## config.mk

```make
export PLATFORM = sky130hd
export DESIGN_NAME = seg7_scan_driver
export DESIGN_NICKNAME = d
export VERILOG_FILES = /design/src/rtl/seg7_pkg.sv /design/src/rtl/seg7_decode.sv /design/src/rtl/seg7_scan_driver.sv
export SDC_FILE = /design/constraint.sdc
export NUM_CORES = 1
export LEC_CHECK = 0
export ABC_AREA = 1
export CAP_MARGIN = 20
export CORE_ASPECT_RATIO = 0.6
export CORE_UTILIZATION = 45
export CTS_CLUSTER_DIAMETER = 50
export DETAILED_ROUTE_END_ITERATION = 6
export GPL_ROUTABILITY_DRIVEN = 1
export PLACE_DENSITY = 0.72
export SETUP_SLACK_MARGIN = 0.15
export SYNTH_ARGS = -nofsm -noshare
export SYNTH_HDL_FRONTEND = slang
export SYNTH_SLANG_ARGS = --single-unit
```

## constraint.sdc

```tcl
create_clock -name clk_i -period 2.4 [get_ports clk_i]
set_input_delay 0.6 -clock clk_i [delete_from_list [all_inputs] [get_ports clk_i]]
set_output_delay 0.6 -clock clk_i [all_outputs]
set_load 0.03 [all_outputs]
```

## src/rtl/seg7_pkg.sv

```systemverilog
// Shared constants for the four-digit seven-segment scan driver.
// Segment codes are active-low in {g,f,e,d,c,b,a} order; anodes are active-low.
package seg7_pkg;

  // Width of the digit slot index (four digits)
  localparam int DIG_W = 2;

  localparam logic [6:0] SEG_0     = 7'b1000000;
  localparam logic [6:0] SEG_1     = 7'b1111001;
  localparam logic [6:0] SEG_2     = 7'b0100100;
  localparam logic [6:0] SEG_3     = 7'b0110000;
  localparam logic [6:0] SEG_4     = 7'b0011001;
  localparam logic [6:0] SEG_5     = 7'b0010010;
  localparam logic [6:0] SEG_6     = 7'b0000010;
  localparam logic [6:0] SEG_7     = 7'b1111000;
  localparam logic [6:0] SEG_8     = 7'b0000000;
  localparam logic [6:0] SEG_9     = 7'b0010000;
  localparam logic [6:0] SEG_DASH  = 7'b0111111;
  localparam logic [6:0] SEG_BLANK = 7'b1111111;

  localparam logic [3:0] ANODE_OFF = 4'b1111;

endpackage

```

## src/rtl/seg7_decode.sv

```systemverilog
// BCD digit to active-low seven-segment pattern. Codes 10..15 are not
// valid BCD and show a dash so a converter fault is visible on the board.
module seg7_decode
  import seg7_pkg::*;
(
  input  logic [3:0] bcd_i,
  output logic [6:0] seg_o
);

  // Pure lookup, dash for anything outside 0..9
  always_comb begin
    seg_o = SEG_DASH;
    case (bcd_i)
      4'd0:    seg_o = SEG_0;
      4'd1:    seg_o = SEG_1;
      4'd2:    seg_o = SEG_2;
      4'd3:    seg_o = SEG_3;
      4'd4:    seg_o = SEG_4;
      4'd5:    seg_o = SEG_5;
      4'd6:    seg_o = SEG_6;
      4'd7:    seg_o = SEG_7;
      4'd8:    seg_o = SEG_8;
      4'd9:    seg_o = SEG_9;
      default: seg_o = SEG_DASH;
    endcase
  end

endmodule

```

## src/rtl/seg7_scan_driver.sv

```systemverilog
// Time-multiplexed driver for a four-digit common-anode display.
// A prescaler divides the clock into digit slots; a 2-bit slot index walks
// digits 0..3. Inputs are sampled into shadow registers only at the last
// cycle of slot 3, so each frame shows one coherent value. All outputs are
// registered, so nothing on the pins depends combinationally on an input.
module seg7_scan_driver
  import seg7_pkg::*;
#(
  parameter int REFRESH_DIV  = 100000,
  parameter int BLANK_CYCLES = 1000
) (
  input  logic       clk_i,
  input  logic       rst_n_i,
  input  logic [3:0] thousands_i,
  input  logic [3:0] hundreds_i,
  input  logic [3:0] tens_i,
  input  logic [3:0] ones_i,
  input  logic [3:0] dp_i,
  input  logic       lz_blank_i,
  input  logic       en_i,
  output logic [3:0] anode_o,
  output logic [6:0] seg_o,
  output logic       dp_o,
  output logic       frame_o
);

  localparam int              CNT_W   = (REFRESH_DIV > 1) ? $clog2(REFRESH_DIV) : 1;
  localparam logic [CNT_W-1:0] CNT_MAX = CNT_W'(REFRESH_DIV - 1);

  // Scan state
  logic [CNT_W-1:0] cnt_q, cnt_d;
  logic [DIG_W-1:0] sel_q, sel_d;

  // Shadow copy of the displayed value; index 3 = thousands, 0 = ones
  logic [3:0][3:0]  sh_dig_q, sh_dig_d;
  logic [3:0]       sh_dp_q,  sh_dp_d;
  logic             sh_lz_q,  sh_lz_d;

  // Output registers
  logic [3:0]       anode_q, anode_d;
  logic [6:0]       seg_q,   seg_d;
  logic             dp_q,    dp_d;
  logic             frame_q, frame_d;

  logic             tick;
  logic             capture;
  logic             in_blank;
  logic [3:0]       cur_dig;
  logic [6:0]       dec_seg;
  logic [3:0]       lz_kill;

  assign tick    = (cnt_q == CNT_MAX);
  assign capture = tick && (sel_q == DIG_W'(3));

  // Signed 32-bit compare keeps BLANK_CYCLES=0 well defined (never blank)
  assign in_blank = (int'(cnt_q) < BLANK_CYCLES);

  assign cur_dig = sh_dig_q[sel_q];

  seg7_decode u_decode (
    .bcd_i (cur_dig),
    .seg_o (dec_seg)
  );

  // Leading-zero chain: a digit is blanked only if it and every digit to
  // its left are zero. The ones digit always shows so "0" stays visible.
  always_comb begin
    lz_kill    = '0;
    lz_kill[3] = sh_lz_q && (sh_dig_q[3] == 4'd0);
    lz_kill[2] = lz_kill[3] && (sh_dig_q[2] == 4'd0);
    lz_kill[1] = lz_kill[2] && (sh_dig_q[1] == 4'd0);
    lz_kill[0] = 1'b0;
  end

  // Prescaler and slot index advance
  always_comb begin
    cnt_d = tick ? '0 : cnt_q + 1'b1;
    sel_d = tick ? sel_q + 1'b1 : sel_q;
  end

  // Shadow registers load only at the frame boundary
  always_comb begin
    sh_dig_d = sh_dig_q;
    sh_dp_d  = sh_dp_q;
    sh_lz_d  = sh_lz_q;
    if (capture) begin
      sh_dig_d = {thousands_i, hundreds_i, tens_i, ones_i};
      sh_dp_d  = dp_i;
      sh_lz_d  = lz_blank_i;
    end
  end

  // Next output values from the current scan position and shadow contents.
  // A blanked leading zero turns off its segments but keeps its dp.
  always_comb begin
    anode_d = ~(4'b0001 << sel_q);
    if (!en_i || in_blank) anode_d = ANODE_OFF;
    seg_d   = lz_kill[sel_q] ? SEG_BLANK : dec_seg;
    dp_d    = ~sh_dp_q[sel_q];
    frame_d = capture;
  end

  // All state, asynchronously cleared; display shows zeros until first capture
  always_ff @(posedge clk_i or negedge rst_n_i) begin
    if (!rst_n_i) begin
      cnt_q    <= '0;
      sel_q    <= '0;
      sh_dig_q <= '0;
      sh_dp_q  <= '0;
      sh_lz_q  <= 1'b0;
      anode_q  <= ANODE_OFF;
      seg_q    <= SEG_BLANK;
      dp_q     <= 1'b1;
      frame_q  <= 1'b0;
    end else begin
      cnt_q    <= cnt_d;
      sel_q    <= sel_d;
      sh_dig_q <= sh_dig_d;
      sh_dp_q  <= sh_dp_d;
      sh_lz_q  <= sh_lz_d;
      anode_q  <= anode_d;
      seg_q    <= seg_d;
      dp_q     <= dp_d;
      frame_q  <= frame_d;
    end
  end

  assign anode_o = anode_q;
  assign seg_o   = seg_q;
  assign dp_o    = dp_q;
  assign frame_o = frame_q;

endmodule

```

==> results.py <==
metrics = {
    "detailed_routing": {
        "drt_wl_total_mm": 6.38,
        "ant_nets": 0,
        "drtPass1Iterations": 5,
        "viasPerCell": 5.10,
        "drt-initial-drc-count": 142,
        "post_drt_wl_per_cell_um": 13.3,
        "drc_errors": 0,
        "vias": 2444,
    },
    "worst_setup_path": {
        "cpLargestDelayFamily": "buffers and inverters",
        "worst_path_largest_cell_delay_ps": 660,
        "path_cells": "clkdlybuf4s50_1",
        "critical_path.startpoint_type": "flip-flop",
        "r2r_setup_slack_ps": 450,
        "crit_required_ps": 1800,
        "worst_ep_arrival_time_ps": 1500,
        "path_buf_inv": 1,
        "critPathSlowestCell": "clkdlybuf4s50_1",
        "critPathKind": "flip-flop to output pin",
        "cp-end-kind": "output pin",
        "crit_path_max_fanout": 1,
    },
    "finish": {
        "final_core_util": 0.551,
        "instances_no_fill": 479,
        "layout-drive-gt1-share": 0.0861,
        "final_nets": 428,
        "diodes": 0,
        "postLayoutCellArea_sq_um": 3370,
        "syn_to_final_growth_pct": 17.9,
    },
    "floorplan": {
        "design.portCount": 37,
        "initial_core_util": 0.467,
        "core-area_sq_um": 6110,
        "dieHeight_um": 63.7,
        "row_count": 22,
        "dieArea_sq_um": 6680,
        "die_x_um": 105,
    },
    "place": {
        "hpwlAfterDp_mm": 4.73,
        "dp_cells": 471,
        "place_area_sq_um": 3280,
        "gp_congestion": 0.887,
        "port_buffers": 36,
    },
    "timing": {
        "worst_pin_slew_ps": 660,
        "final-max-slew-violation-count": 0,
        "clock.fmax_mhz": 476,
        "hold_violations": 0,
        "rsz0062_at_grt": "false",
        "period_minus_slack_ps": 2100,
        "relSlewSlack": 0.557,
        "post-route-period-util": 0.876,
        "final.setup.tns_ps": 0,
        "fin_worst_skew_ps": 6.94,
        "finalSetupViolations": 0,
    },
    "global_route": {
        "antenna_found_initial": 0,
        "first_global_vias": 2124,
        "grt_max_degree": 36,
        "grt_pass1_wl_mm": 10.8,
        "grt_usage": 0.208,
        "grt_overflow": 0,
    },
    "worst_hold_path": {
        "hp-class": "input pin to async pin",
    },
    "power_and_ir_drop": {
        "power.density_nw_per_um2": 436,
        "ir_worst_vdd_mv": 0.214,
        "total_power_w": 0.00147,
        "p_leak_nw": 1.65,
    },
    "clocking": {
        "cts_tree": "yes",
        "clk_pin_slew_ps": 90,
        "cts-root-buf": "clkbuf_8",
        "postCtsResizedCells": 0,
        "cts_hold_buf": 0,
        "post_cts_buffers": 0,
        "clkLatencyLatePin_ps": 300,
        "cts_buffers": 5,
        "clockBufferDepth": 2,
        "htreeDepth": 2,
        "clock_sinks": 53,
    },
    "synth": {
        "synth_fp_nets": 393,
        "syn_avg_cell_area_sq_um": 7.95,
        "ys_warn_count": 0,
        "ys_ff_latch": 53,
        "syn_area_sq_um": 2860,
        "syn_inst": 359,
        "ys_types": 24,
        "ys_seq_area_frac": 0.470,
    },
    "outcome": {
        "status": "complete, no violations",
    },
    "flow_run": {
        "max-cap-violations": 0,
    },
}
## registers in the layout (all words and copies together) (netlist names)
register and flops:
anode_o 4, cnt_q 17, dp_o 1, frame_o 1
seg_o 7, sel_q 2, sh_dig_q 16, sh_dp_q 4
sh_lz_q 1
## final timing paths
path	to	startpoint	cells past startpoint
max	dp_o	dp_o	1
min	sh_dig_q[9]	rst_n_i	1
max reg2reg	seg_o[3]	sel_q[0]	10
min reg2reg	cnt_q[0]	cnt_q[0]	1
max in group asynchronous	anode_o[0]	rst_n_i	2
min in group clk_i	cnt_q[0]	cnt_q[0]	1
## area by class of cell
cell class	count	area (sq um)
Inverter	42	158
Multi-Input combinational cell	253	1280
Timing Repair Buffer	39	390
Sequential cell	53	1340
Tap cell	84	105
Fill cell	576	2750
Clock buffer	8	90.1
## cell usage after synthesis
library cell / instances / area share
nor2_8: 1 / 0.0070
buf_6: 2 / 0.0079
ha_1: 10 / 0.044
nand4_1: 28 / 0.061
inv_1: 38 / 0.050
or2_2: 1 / 0.0022
buf_2: 3 / 0.0053
o21bai_1: 1 / 0.0026
nand2_1: 110 / 0.14
a21oi_1: 3 / 0.0053
o21ai_0: 6 / 0.011
clkbuf_1: 2 / 0.0026
nand3_4: 2 / 0.012
dfrtp_1: 41 / 0.36
nor2_4: 2 / 0.0079
inv_2: 4 / 0.0053
dfstp_2: 12 / 0.11
nor3_1: 2 / 0.0035
nand3_1: 39 / 0.068
xor2_1: 7 / 0.021
buf_4: 4 / 0.011
nand2_2: 2 / 0.0044
nor2_1: 38 / 0.050
a32o_1: 1 / 0.0035
## routing by layer
layer | vias up | GRT usage | wire length, um
met2 | 100 | 0.258 | 2270
met1 | 1124 | 0.347 | 3540
met3 | 2 | 0.0476 | 539
met4 | 0 | 0.0440 | 27
li1 | 1218 | - | -
met5 | - | 0 | 0
## stage by stage
stage	worst slack (ps)	hold WS [ps]
2_1_floorplan	903	304
3_3_place_gp	573	445
3_5_place_dp	498	456
4_1_cts	286	245
5_1_grt	222	267
6_report	299	238
## cells by family (layout without fill, tap and decap cells)
logic type	count (synthesis)	in the layout	share of synthesized area
simple gates	225	225	0.362
flops	53	53	0.470
buf+inv	53	89	0.0815
compound gates	11	11	0.0219
fa+ha+maj	10	10	0.0438
xor+xnor	7	7	0.0215
## placed cells by master, fill, tap and decap left out, drive strengths merged
cell type	instances
buf	4
or2	1
inv	42
nand3	41
clkbuf	8
nand2	112
clkdlybuf4s50	35
dfstp	12
a32o	1
a21oi	3
nor2	41
xor2	7
dfrtp	41
o21ai	6
nor3	2
ha	10
o21bai	1
nand4	28
## power breakdown
| group | internal, W | total (W) | switching [W] |
|---|---|---|---|
| sequential | 0.000893 | 0.000893 | 0 |
| combinational | 0.0000349 | 0.0000588 | 0.0000240 |
| clock | 0.000236 | 0.000514 | 0.000278 |
No activity file was read; power rests on OpenSTA's default activity.
